==> src/rtl/sipo_pkg.sv <==
// Shared types and helpers for the serial-in/parallel-out receiver.
// Optional feature macro used by the receiver: SIPO_PARITY_CHECK_EN.
package sipo_pkg;

    typedef enum logic [1:0] {
        IDLE,
        RECV,
        PAR
    } state_e;

    localparam logic DIR_MSB_FIRST = 1'b1;
    localparam logic DIR_LSB_FIRST = 1'b0;

    // Bit counter must be able to hold N (parity phase reaches it).
    function automatic int unsigned cnt_width(input int unsigned n);
        return $clog2(n + 1);
    endfunction

endpackage

==> src/rtl/sipo_out_buffer.sv <==
// One-entry valid/ready holding register for received words, with sticky overrun.
// Reusable by any serial receiver that produces a word plus a parity-error flag.
module sipo_out_buffer
    import sipo_pkg::*;
#(
    parameter int unsigned W = 8
) (
    input  logic         clk_i,
    input  logic         rst_i,
    input  logic         load_i,
    input  logic [W-1:0] data_i,
    input  logic         perr_i,
    input  logic         ready_i,
    input  logic         ovr_clr_i,
    output logic [W-1:0] data_o,
    output logic         valid_o,
    output logic         perr_o,
    output logic         overrun_o
);

    logic [W-1:0] data_q, data_d;
    logic         valid_q, valid_d;
    logic         perr_q, perr_d;
    logic         ovr_q, ovr_d;

    always_comb begin
        data_d  = data_q;
        valid_d = valid_q;
        perr_d  = perr_q;
        ovr_d   = ovr_q;
        if (ovr_clr_i) begin
            ovr_d = 1'b0;
        end
        if (load_i) begin
            // A consumed slot can be refilled on the same edge.
            if (!valid_q || ready_i) begin
                data_d  = data_i;
                perr_d  = perr_i;
                valid_d = 1'b1;
            end else begin
                ovr_d = 1'b1;
            end
        end else if (valid_q && ready_i) begin
            valid_d = 1'b0;
        end
    end

    always_ff @(posedge clk_i) begin
        if (rst_i) begin
            data_q  <= '0;
            valid_q <= 1'b0;
            perr_q  <= 1'b0;
            ovr_q   <= 1'b0;
        end else begin
            data_q  <= data_d;
            valid_q <= valid_d;
            perr_q  <= perr_d;
            ovr_q   <= ovr_d;
        end
    end

    assign data_o    = data_q;
    assign valid_o   = valid_q;
    assign perr_o    = perr_q;
    assign overrun_o = ovr_q;

endmodule

==> src/rtl/sipo_deserializer.sv <==
// Serial-in/parallel-out receiver, MSB- or LSB-first, feeding a valid/ready output buffer.
// Define SIPO_PARITY_CHECK_EN to expect a trailing even-parity bit per word.
module sipo_deserializer
    import sipo_pkg::*;
#(
    parameter int unsigned N = 8
) (
    input  logic         clk,
    input  logic         rst,
    input  logic         sin,
    input  logic         sin_valid,
    input  logic         dir,
    input  logic         frame_sync,
    output logic [N-1:0] dout,
    output logic         dout_valid,
    input  logic         dout_ready,
    output logic         overrun,
    input  logic         ovr_clr,
    output logic         busy,
    output logic         parity_err
);

    localparam int unsigned CntW = cnt_width(N);

    state_e          state_q, state_d;
    logic [CntW-1:0] cnt_q, cnt_d;
    logic [N-1:0]    sreg_q, sreg_d;
    logic            dir_q, dir_d;
    logic            busy_q, busy_d;
    logic            word_done;
    logic            word_perr;

    function automatic logic [N-1:0] shift_in(input logic [N-1:0] s, input logic b,
                                              input logic d);
        return (d == DIR_MSB_FIRST) ? {s[N-2:0], b} : {b, s[N-1:1]};
    endfunction

    always_comb begin
        state_d   = state_q;
        cnt_d     = cnt_q;
        sreg_d    = sreg_q;
        dir_d     = dir_q;
        word_done = 1'b0;
        word_perr = 1'b0;
        if (frame_sync) begin
            state_d = IDLE;
            cnt_d   = '0;
            if (sin_valid) begin
                state_d = RECV;
                cnt_d   = CntW'(1);
                dir_d   = dir;
                sreg_d  = shift_in('0, sin, dir);
            end
        end else if (sin_valid) begin
            unique case (state_q)
                IDLE: begin
                    state_d = RECV;
                    cnt_d   = CntW'(1);
                    dir_d   = dir;
                    sreg_d  = shift_in('0, sin, dir);
                end
                RECV: begin
                    sreg_d = shift_in(sreg_q, sin, dir_q);
                    cnt_d  = cnt_q + 1'b1;
                    if (cnt_q == CntW'(N - 1)) begin
`ifdef SIPO_PARITY_CHECK_EN
                        state_d = PAR;
`else
                        state_d   = IDLE;
                        cnt_d     = '0;
                        word_done = 1'b1;
`endif
                    end
                end
                PAR: begin
                    state_d   = IDLE;
                    cnt_d     = '0;
                    word_done = 1'b1;
`ifdef SIPO_PARITY_CHECK_EN
                    word_perr = ^{sreg_q, sin};
`endif
                end
                default: begin
                    state_d = IDLE;
                    cnt_d   = '0;
                end
            endcase
        end
        busy_d = (state_d != IDLE);
    end

    always_ff @(posedge clk) begin
        if (rst) begin
            state_q <= IDLE;
            cnt_q   <= '0;
            sreg_q  <= '0;
            dir_q   <= DIR_MSB_FIRST;
            busy_q  <= 1'b0;
        end else begin
            state_q <= state_d;
            cnt_q   <= cnt_d;
            sreg_q  <= sreg_d;
            dir_q   <= dir_d;
            busy_q  <= busy_d;
        end
    end

    assign busy = busy_q;

    // sreg_d already holds the full word on the completing edge.
    sipo_out_buffer #(
        .W(N)
    ) u_out_buffer (
        .clk_i    (clk),
        .rst_i    (rst),
        .load_i   (word_done),
        .data_i   (sreg_d),
        .perr_i   (word_perr),
        .ready_i  (dout_ready),
        .ovr_clr_i(ovr_clr),
        .data_o   (dout),
        .valid_o  (dout_valid),
        .perr_o   (parity_err),
        .overrun_o(overrun)
    );

endmodule

==> config.mk <==
export PLATFORM = sky130hd
export DESIGN_NAME = sipo_deserializer
export DESIGN_NICKNAME = d
export VERILOG_FILES = /design/src/rtl/sipo_pkg.sv /design/src/rtl/sipo_out_buffer.sv /design/src/rtl/sipo_deserializer.sv
export SDC_FILE = /design/constraint.sdc
export NUM_CORES = 1
export LEC_CHECK = 0
export ABC_AREA = 1
export BUFFER_PORTS_ARGS = -buffer_cell sky130_fd_sc_hd__buf_4
export CAP_MARGIN = 20
export CELL_PAD_IN_SITES_DETAIL_PLACEMENT = 1
export CELL_PAD_IN_SITES_GLOBAL_PLACEMENT = 2
export CORE_UTILIZATION = 31
export CTS_BUF_LIST = sky130_fd_sc_hd__clkbuf_8
export DETAILED_ROUTE_END_ITERATION = 7
export GPL_TIMING_DRIVEN = 1
export PLACE_DENSITY_LB_ADDON = 0.3
export SYNTH_ARGS = -nofsm -noshare
export SYNTH_HDL_FRONTEND = slang
export SYNTH_HIERARCHICAL = 1
export SYNTH_SLANG_ARGS = --single-unit
==> constraint.sdc <==
create_clock -name clk -period 2.3 [get_ports clk]
set_input_delay 0.46 -clock clk [delete_from_list [all_inputs] [get_ports clk]]
set_output_delay 0.46 -clock clk [all_outputs]
set_load 0.1 [all_outputs]
==> parameters.txt, run 1 <==
Parameter                              Value

Run status
  Status ... finished, final reports clean

Synthesis
  FFs w/ async S/R, synth ... 0
  EDFF count, synth ... 0
  Total of warnings raised by yosys ... 6
  Post-synthesis net count ... 218
  Post-synthesis sequential area ratio ... 0.372
  Post-synthesis area per instance ... 7.05 sq um
  Count of mapped cells out of synthesis ... 206
  Synthesized flop and latch total ... 27
  Library cells used by synthesis ... 25
  Top FF cell, synth ... sky130_fd_sc_hd__dfxtp_1
  Post-synthesis instance area ... 1450 sq um

Place
  Port bufs ... 19
  Placed cells ... 272
  Gp weighted congestion ... 0.764
  Worst setup timing slack at the placement stage ... 557 ps
  Placed wire-length estimate ... 2600 um

STA
  Final setup viols ... 0
  Least setup slack across all paths after layout ... 583 ps
  Worst Skew ... 2.13 ps
  Setup Total Neg Slack ... 0 ps
  Final period utilization ... 0.746
  Final hold violation count ... 0
  Number of pins with negative max-slew slack in the final report ... 0
  Minimum clock period ... 1720 ps
  RSZ-0062 raised after global routing ... no
  Post-Route Hold Slack ... 440 ps
  Timing-limited maximum frequency ... 0.583 GHz

Setup path
  Critical path fanouts, max ... 20
  Required time at the endpoint of the critical path ... 2480 ps
  Kind of critical path ... reg2reg
  Launch point of the critical path ... state_q[1]
  Category of the worst setup path launch point ... flip-flop
  Arrival @ worst endpoint ... 1900 ps
  Worst reg2reg path startpoint ... state_q[1]
  Kind of end point of the critical path ... flip-flop

Floorplanning
  Number of primary I/O pins ... 20
  Starting density of the core ... 0.329
  Horiz. Die Dim ... 70.5 um
  Die Area ... 4960 sq um
  Die Height ... 70.5 um
  Core outline area ... 4410 sq um
  Row count ... 24

Layout
  Filler cell count ... 571
  Final antenna diode count ... 0
  Fin cells ... 276
  Share of layout cells above drive strength 1 ... 0.188
  Area growth, synth to finish ... 14.2%
  Post-layout nets ... 237

Global routing
  Global-route wire length before repair ... 5910 um
  Via count of the first global-routing pass ... 1298
  Antenna violations before repair ... 0
  Total global routing track utilization ... 0.149
  Remaining Overflow, GRT ... 0
  Pin count of the biggest net entering global routing ... 21

Route
  Initial drt markers ... 39
  Count of TritonRoute iterations in the first routing pass ... 4
  Total number of vias ... 1303
  Via density per instance ... 4.72
  Remaining antenna violation count ... 0
  DRC violations left ... 0
  Detailed Route WL ... 3390 um
  Average wire per cell in the routed design ... 12.3 um

Pwr
  Tot Pwr ... 0.872 mW
  Cell Pwr Density ... 526 nW/um^2
  Static leakage power ... 0.780 nW
  Worst supply voltage drop on vdd ... 0.194 mV

CTS
  CTS max path bufs ... 2
  CTS Buf Count ... 3
  CTS HTree Levels ... 1
  TritonCTS clock tree ... built
  Clock edge transition at the registers on the reported setup and hold paths ... 100 ps
  Clock latency on the worst-skew pair ... 280 ps
  Master cell of the clock root buffer ... sky130_fd_sc_hd__clkbuf_8
  # hold bufs at CTS ... 0
  Post-cts resize count ... 0
  Number of clock sinks ... 27
  Buffers inserted during post-CTS setup optimization ... 0

Hold path
  Hold Crit Class ... in2reg
  Worst Min Path Start ... ovr_clr

Job
  Max-cap violations ... 0
area by class of cell:
class,count,area (sq um),area share
Multi-Input combinational cell,142,738,0.445
Sequential cell,27,541,0.326
Timing Repair Buffer,20,150,0.0905
Inverter,31,116,0.0701
Tap cell,52,65.1,0.0392
Clock buffer,3,41.3,0.0249
Clock inverter,1,7.51,0.00452
logic make-up after synthesis:
group	Yosys count	synth area share
AOI/OAI and AO/OA	34	0.157
buffers and inverters	37	0.120
other	1	0.00258
and+or+nand+nor	103	0.314
adders and majority gates	4	0.0345
DFF	27	0.372
layer usage:
metal	wire, um	up-vias	track usage
met5	0	-	0
met4	38	0	0.0556
met3	83	4	0.0231
met2	1580	17	0.248
met1	1690	595	0.193
li1	-	687	-
where the power goes:
| group | internal (mW) | leakage (nW) | switching (mW) |
|---|---|---|---|
| Clock | 0.123 | 0.0217 | 0.161 |
| Sequential | 0.475 | 0.219 | 0.00847 |
| Combinational | 0.0346 | 0.540 | 0.0699 |
| Total | 0.633 | 0.780 | 0.239 |
Yosys cell counts (2+ instances only):
cell	n	area [sq um]
sky130_fd_sc_hd__a21oi_1	14	70.1
sky130_fd_sc_hd__a21oi_2	9	78.8
sky130_fd_sc_hd__buf_2	2	10.0
sky130_fd_sc_hd__dfxtp_1	27	541
sky130_fd_sc_hd__ha_1	4	50.1
sky130_fd_sc_hd__inv_1	28	105
sky130_fd_sc_hd__inv_2	2	7.51
sky130_fd_sc_hd__nand2_1	57	214
sky130_fd_sc_hd__nand2_4	2	22.5
sky130_fd_sc_hd__nand3_1	17	85.1
sky130_fd_sc_hd__nand4_1	3	18.8
sky130_fd_sc_hd__nor2_1	18	67.6
sky130_fd_sc_hd__nor3_1	2	10.0
sky130_fd_sc_hd__o211ai_1	6	45.0
sky130_fd_sc_hd__o21ai_0	3	15.0
sky130_fd_sc_hd__or2_2	3	18.8
path summary, 6_finish.rpt:
check                                end  slack, ps  cells after the start
setup / recovery  u_out_buffer/data_o[7]        580                     10
hold reg to reg   u_out_buffer/data_o[4]        490                      2
hold / removal    u_out_buffer/overrun_o        440                      4
setup reg to reg  u_out_buffer/data_o[7]        580                     10
per-stage QoR:
step | area (sq um) | util
after global routing | 1660 | 0.376
after detailed placement | 1610 | 0.365
after global placement | 1610 | 0.365
after floorplan | 1450 | -
after CTS | 1660 | 0.376
final | 1660 | 0.376
sequential cells by signal (all words and copies together), names as in the netlist:
name                    flops
dir_q                       1
state_q                     2
busy                        1
u_out_buffer/overrun_o      1
u_out_buffer/perr_o         1
u_out_buffer/data_o         8
sreg_q                      8
cnt_q                       4
u_out_buffer/valid_o        1
placed cells by master (no fill, tap or decap), drive strengths merged, types with 2 or more instances in the layout:
master  netlist  final
nand2        59     59
inv          30     30
dfxtp        27     27
a21oi        23     23
buf           5     20
nor2         19     19
nand3        17     17
o211ai        7      7
ha            4      4
or2           3      3
o21ai         3      3
nand4         3      3
clkbuf        1      3
nor3          2      2
critical path, cell delays in order (launching register included):
cell	delay (ps)
sky130_fd_sc_hd__dfxtp_1	340
sky130_fd_sc_hd__inv_1	90
sky130_fd_sc_hd__ha_1	290
sky130_fd_sc_hd__inv_2	110
sky130_fd_sc_hd__nor2_1	110
sky130_fd_sc_hd__o21ai_0	80
sky130_fd_sc_hd__nor2_1	90
sky130_fd_sc_hd__buf_4	280
sky130_fd_sc_hd__nand3_1	120
sky130_fd_sc_hd__nand2_1	80
sky130_fd_sc_hd__nor2_1	40
Note: power is estimated with default switching activity, not from simulation.
==> inputs of run 2 (changes only) <==
clock period = 1.8 ns   (was 2.3 ns; I/O delays follow)
==> run 2 against run 1 <==
Against the previous run:
- routed wire length is 8.1% higher
- count of clock-buffer cells in the layout did not move
- sequential share of layout area is 1.3 points lower
- largest power group unchanged
- combinational power is 30% higher
- die area did not move
- worst setup slack worse by 380 ps
- via count is 1.3% higher
==> parameters.txt, run 2 (synthesis gave the netlist of run 1 again) <==
Parameter                              Value

Route
  Initial drt markers ... 60
  Via density per instance ... 4.70
  Total number of vias ... 1320
  DRC violations left ... 0
  Remaining antenna violation count ... 0
  Average wire per cell in the routed design ... 13.0 um
  Detailed Route WL ... 3670 um
  Count of TritonRoute iterations in the first routing pass ... 4

Run status
  Status ... finished, final reports clean

Place
  Placed wire-length estimate ... 2620 um
  Gp weighted congestion ... 0.748
  Port bufs ... 19
  Total cell area at the placement stage ... 1630 sq um

Layout
  Share of layout cells above drive strength 1 ... 0.223
  Post-layout nets ... 242
  Fin util ... 0.394
  Leading cell type in the layout, fill and taps excluded ... sky130_fd_sc_hd__nand2_1
  Area growth, synth to finish ... 19.6%
  Filler cell count ... 574
  Leading cell types in the layout, fill and taps excluded ... 56 x sky130_fd_sc_hd__nand2_1, 28 x sky130_fd_sc_hd__inv_1, 25 x sky130_fd_sc_hd__dfxtp_1
  Area of combinational cells with multiple inputs ... 743 sq um
  Sequential cell area in the final layout ... 543 sq um
  Final antenna diode count ... 0
  Final Cell Area ... 1740 sq um

Global routing
  Via count of the first global-routing pass ... 1294
  Pin count of the biggest net entering global routing ... 21
  Global-route wire length before repair ... 6070 um
  Antenna violations before repair ... 0
  Total global routing track utilization ... 0.154
  Remaining Overflow, GRT ... 0

STA
  Final setup viols ... 0
  Final period utilization ... 0.888
  Final hold violation count ... 0
  Number of pins with negative max-slew slack in the final report ... 0
  Setup Total Neg Slack ... 0 ps
  Timing-limited maximum frequency ... 0.626 GHz
  Minimum clock period ... 1600 ps
  Worst Skew ... 6.10 ps
  RSZ-0062 raised after global routing ... no

CTS
  # hold bufs at CTS ... 0
  Number of clock sinks ... 27
  Clock latency on the worst-skew pair ... 280 ps
  CTS Buf Count ... 3
  TritonCTS clock tree ... built
  Master cell of the clock root buffer ... sky130_fd_sc_hd__clkbuf_8
  CTS max path bufs ... 2
  Clock edge transition at the registers on the reported setup and hold paths ... 110 ps
  CTS HTree Levels ... 1

Setup path
  Most used cell along the critical path ... sky130_fd_sc_hd__nor2_1
  Worst path bufs/invs ... 4
  Cell chain of the critical path ... inv_1 -> ha_1 -> inv_2 -> nor2_1 -> o21ai_1 -> nor2_2 -> buf_4 -> clkbuf_16 -> a21oi_2 -> nor2_1
  Reg2reg path depth ... 10
  Category of the worst setup path launch point ... flip-flop
  Required time at the endpoint of the critical path ... 1990 ps
  Number of cells on the critical path ... 10
  Critical Path Slowest Stage Cell ... sky130_fd_sc_hd__dfxtp_1
  Stage delay of the slowest cell on the critical path ... 370 ps
  Arrival @ worst endpoint ... 1790 ps
  Top delay family on crit path ... buffers and inverters
  Critical path fanouts, max ... 5
  Kind of end point of the critical path ... flip-flop
  Kind of critical path ... reg2reg

Job
  Max-cap violations ... 0

Floorplanning
  Die Height ... 70.5 um
  Starting density of the core ... 0.329
  Core outline area ... 4410 sq um
  Number of primary I/O pins ... 20
  Horiz. Die Dim ... 70.5 um
  Die Area ... 4960 sq um
  Row count ... 24

Hold path
  Worst hold stages ... 4
  Hold Crit Class ... in2reg

Pwr
  Tot Pwr ... 1.13 mW
  Cell Pwr Density ... 649 nW/um^2
  Worst supply voltage drop on vdd ... 0.290 mV
  Static leakage power ... 0.816 nW
## run 2: cell count changes in the layout (fill, tap and decap cells not counted), sizes merged
cell / change
clkbuf: +1
buf: +4
## run 2: cell type report
class                           count  area share
Tap cell                           52      0.0374
Clock buffer                        3      0.0238
Clock inverter                      1     0.00432
Inverter                           31      0.0670
Sequential cell                    27       0.312
Multi-Input combinational cell    142       0.428
Timing Repair Buffer               25       0.127
## run 2: worst paths after layout
path	startpoint	end	slack, ps
max	state_q[1]	u_out_buffer/data_o[6]	200
min	ovr_clr	u_out_buffer/overrun_o	320
max reg2reg	state_q[1]	u_out_buffer/data_o[6]	200
min reg2reg	u_out_buffer/overrun_o	u_out_buffer/overrun_o	480
## run 2: tightest hold or removal path, stage by stage
cell and delay, ps:
sky130_fd_sc_hd__buf_4 70, sky130_fd_sc_hd__inv_1 30, sky130_fd_sc_hd__nand2_1 40, sky130_fd_sc_hd__a21oi_1 50
## run 2: where the power goes
group | leakage, nW | switching [mW] | internal [mW]
Sequential | 0.220 | 0.0120 | 0.608
Combinational | 0.575 | 0.0904 | 0.0460
Clock | 0.0217 | 0.214 | 0.158
Total | 0.816 | 0.316 | 0.812
## run 2: per-stage QoR
stage / setup WS [ps] / hold WS [ps] / cells
5_1_grt: 23.6 / 341 / 281
4_1_cts: 134 / 313 / 277
6_report: 202 / 317 / 281
3_5_place_dp: 155 / 469 / 273
3_3_place_gp: 201 / 466 / 273
2_1_floorplan: 172 / 429 / 206
## run 2: timing repair
| item | in CTS | in global routing |
|---|---|---|
| gates resized for setup | 0 | 5 |
| setup buffers | 0 | 2 |
| endpoints found under the setup margin | 0 | 11 |
## run 2: routing by layer
metal | global-route usage | up-vias | part of all wire
li1 | - | 698 | -
met1 | 0.207 | 599 | 0.49
met2 | 0.254 | 18 | 0.47
met3 | 0.0317 | 5 | 0.029
met4 | 0.0333 | 0 | 0.0079
met5 | 0 | - | 0
==> inputs of run 3 (changes only) <==
CAP_MARGIN = unset   (was 20)
clock period = 1.94 ns   (was 1.8 ns; I/O delays follow)
==> run 3 against run 2 <==
Against the previous run:
- combinational power fell by 9%
- critical path type unchanged
- maximum frequency fell by 6.9%
- non-clock buffer count fell by 4
- global-route usage decreased by 0.31 points
- clock skew is 1.9 ps higher
- cell count decreased by 1.4%
- critical endpoint is now u_out_buffer/data_o[0]
- power decreased by 7.8%
- clock power decreased by 7.8%
==> parameters.txt, run 3 (synthesis gave the netlist of run 1 again) <==
Parameter                              Value

STA
  Minimum clock period ... 1720 ps
  Final setup viols ... 0
  Worst Skew ... 8.03 ps
  RSZ-0062 raised after global routing ... no
  Transition time of the tightest slew-check pin ... 521 ps
  Worst slew margin ... 0.649
  Number of pins with negative max-slew slack in the final report ... 0
  Setup Total Neg Slack ... 0 ps
  Final period utilization ... 0.885
  Final hold violation count ... 0
  Timing-limited maximum frequency ... 0.583 GHz

Layout
  Leading cell types in the layout, fill and taps excluded ... 57 x sky130_fd_sc_hd__nand2_1, 28 x sky130_fd_sc_hd__inv_1, 27 x sky130_fd_sc_hd__dfxtp_1
  Final Cell Area ... 1670 sq um
  Share of layout cells above drive strength 1 ... 0.191
  Final antenna diode count ... 0
  Area growth, synth to finish ... 14.7%
  Post-layout nets ... 238
  Leading cell type in the layout, fill and taps excluded ... sky130_fd_sc_hd__nand2_1

Floorplanning
  Number of primary I/O pins ... 20
  Starting density of the core ... 0.329
  Die Area ... 4960 sq um
  Die Height ... 70.5 um
  Row count ... 24
  Core outline area ... 4410 sq um
  Horiz. Die Dim ... 70.5 um

Pwr
  Sw Pwr ... 0.289 mW
  Combinational group share of total power ... 0.119
  Sw frac ... 0.278
  Cell Pwr Density ... 624 nW/um^2
  Power share of the sequential group ... 0.552
  Power share of the clock group ... 0.329
  Internal power of the cells ... 0.751 mW
  Worst supply voltage drop on vdd ... 0.399 mV
  Static leakage power ... 0.786 nW

CTS
  CTS HTree Levels ... 1
  Clock edge transition at the registers on the reported setup and hold paths ... 110 ps
  Clock latency on the worst-skew pair ... 280 ps
  Buffers inserted during post-CTS setup optimization ... 0
  Number of clock sinks ... 27
  CTS Buf Count ... 3
  # hold bufs at CTS ... 0
  Post-cts resize count ... 0
  Master cell of the clock root buffer ... sky130_fd_sc_hd__clkbuf_8
  TritonCTS clock tree ... built
  CTS max path bufs ... 2

Route
  Via density per instance ... 4.78
  Average wire per cell in the routed design ... 12.3 um
  Total number of vias ... 1324
  DRC violations left ... 0
  Initial drt markers ... 69
  Remaining antenna violation count ... 0
  Detailed Route WL ... 3400 um
  Count of TritonRoute iterations in the first routing pass ... 4

Run status
  Status ... finished, final reports clean

Setup path
  Required time at the endpoint of the critical path ... 2130 ps
  Kind of critical path ... reg2reg
  Reg2reg path depth ... 10
  Kind of end point of the critical path ... flip-flop
  Critical Path Slowest Stage Cell ... sky130_fd_sc_hd__dfxtp_1
  Critical path fanouts, max ... 11
  Endpoint of the worst-slack reg-to-reg timing path ... u_out_buffer/data_o[0]
  Category of the worst setup path launch point ... flip-flop
  Worst path bufs/invs ... 3
  Capture point of the critical path ... u_out_buffer/data_o[0]
  Number of cells on the critical path ... 10
  Setup slack on the worst flop-to-flop path ... 220 ps
  Arrival @ worst endpoint ... 1910 ps
  Top delay family on crit path ... simple AND/OR/NAND/NOR gates
  Most used cell along the critical path ... sky130_fd_sc_hd__nor2_1
  Cell chain of the critical path ... inv_1 -> ha_1 -> inv_2 -> nor2_1 -> o21ai_0 -> nor2_1 -> buf_4 -> nand3_1 -> nand2_1 -> nor2_1
  Worst reg2reg path startpoint ... state_q[1]
  Stage delay of the slowest cell on the critical path ... 340 ps
  Launch point of the critical path ... state_q[1]

Place
  Gp weighted congestion ... 0.761
  Total cell area at the placement stage ... 1620 sq um
  Placed wire-length estimate ... 2600 um
  Port bufs ... 19

Global routing
  Pin count of the biggest net entering global routing ... 20
  Global-route wire length before repair ... 6000 um
  Antenna violations before repair ... 0
  Total global routing track utilization ... 0.151
  Remaining Overflow, GRT ... 0
  Via count of the first global-routing pass ... 1326

Job
  Max-cap violations ... 0

Hold path
  Hold Crit Class ... in2reg
run 3: cell count changes in the layout (fill, tap and decap cells not counted), sizes merged:
cell	previous run	this run
buf	24	21
clkbuf	4	3
run 3: layout make-up:
cell class,instances,area (sq um)
Sequential cell,27,541
Timing Repair Buffer,21,158
Fill cell,561,2750
Inverter,31,116
Tap cell,52,65.1
Clock inverter,1,7.51
Multi-Input combinational cell,142,738
Clock buffer,3,41.3
run 3: how the worst min path moves through the flow:
stage	from	end	slack (ps)	depth (start not counted)
after floorplan	cnt_q[3]	cnt_q[3]	450	2
after global placement	u_out_buffer/overrun_o	u_out_buffer/overrun_o	460	2
after detailed placement	u_out_buffer/overrun_o	u_out_buffer/overrun_o	460	2
after CTS	ovr_clr	u_out_buffer/overrun_o	340	4
after global routing	ovr_clr	u_out_buffer/overrun_o	370	4
final	ovr_clr	u_out_buffer/overrun_o	350	4
run 3: power by group through the flow:
stage | clock network [mW] | logic [mW] | registers [mW]
5_1_grt | 0.376 | 0.140 | 0.576
6_report | 0.342 | 0.124 | 0.574
2_1_floorplan | 0 | 0.0847 | 0.592
3_3_place_gp | 0 | 0.126 | 0.586
3_5_place_dp | 0 | 0.126 | 0.587
4_1_cts | 0.354 | 0.127 | 0.574
run 3: worst reg2reg max path, delay by kind of cell (launching register included):
| family | cells | cell delay [ps] |
|---|---|---|
| simple gates | 5 | 470 |
| fa+ha+maj | 1 | 310 |
| compound gates | 1 | 90 |
| flops | 1 | 340 |
| buf+inv | 3 | 420 |
run 3: through the flow:
| stage | power (mW) | hold slack [ps] | worst slack, ps | utilization | instances |
|---|---|---|---|---|---|
| after floorplan | 0.677 | 454 | 312 | - | 206 |
| after global placement | 0.712 | 459 | 299 | 0.366 | 273 |
| after detailed placement | 0.713 | 464 | 191 | 0.366 | 273 |
| after CTS | 1.06 | 345 | 184 | 0.378 | 277 |
| after global routing | 1.09 | 369 | 8.05 | 0.378 | 277 |
| final | 1.04 | 349 | 224 | 0.378 | 277 |
run 3: layer usage:
metal,routed length (um),up-vias,GRT usage
met3,105,2,0.0317
met5,0,-,0
met1,1670,612,0.195
met2,1610,17,0.261
li1,-,693,-
met4,20,0,0.0267
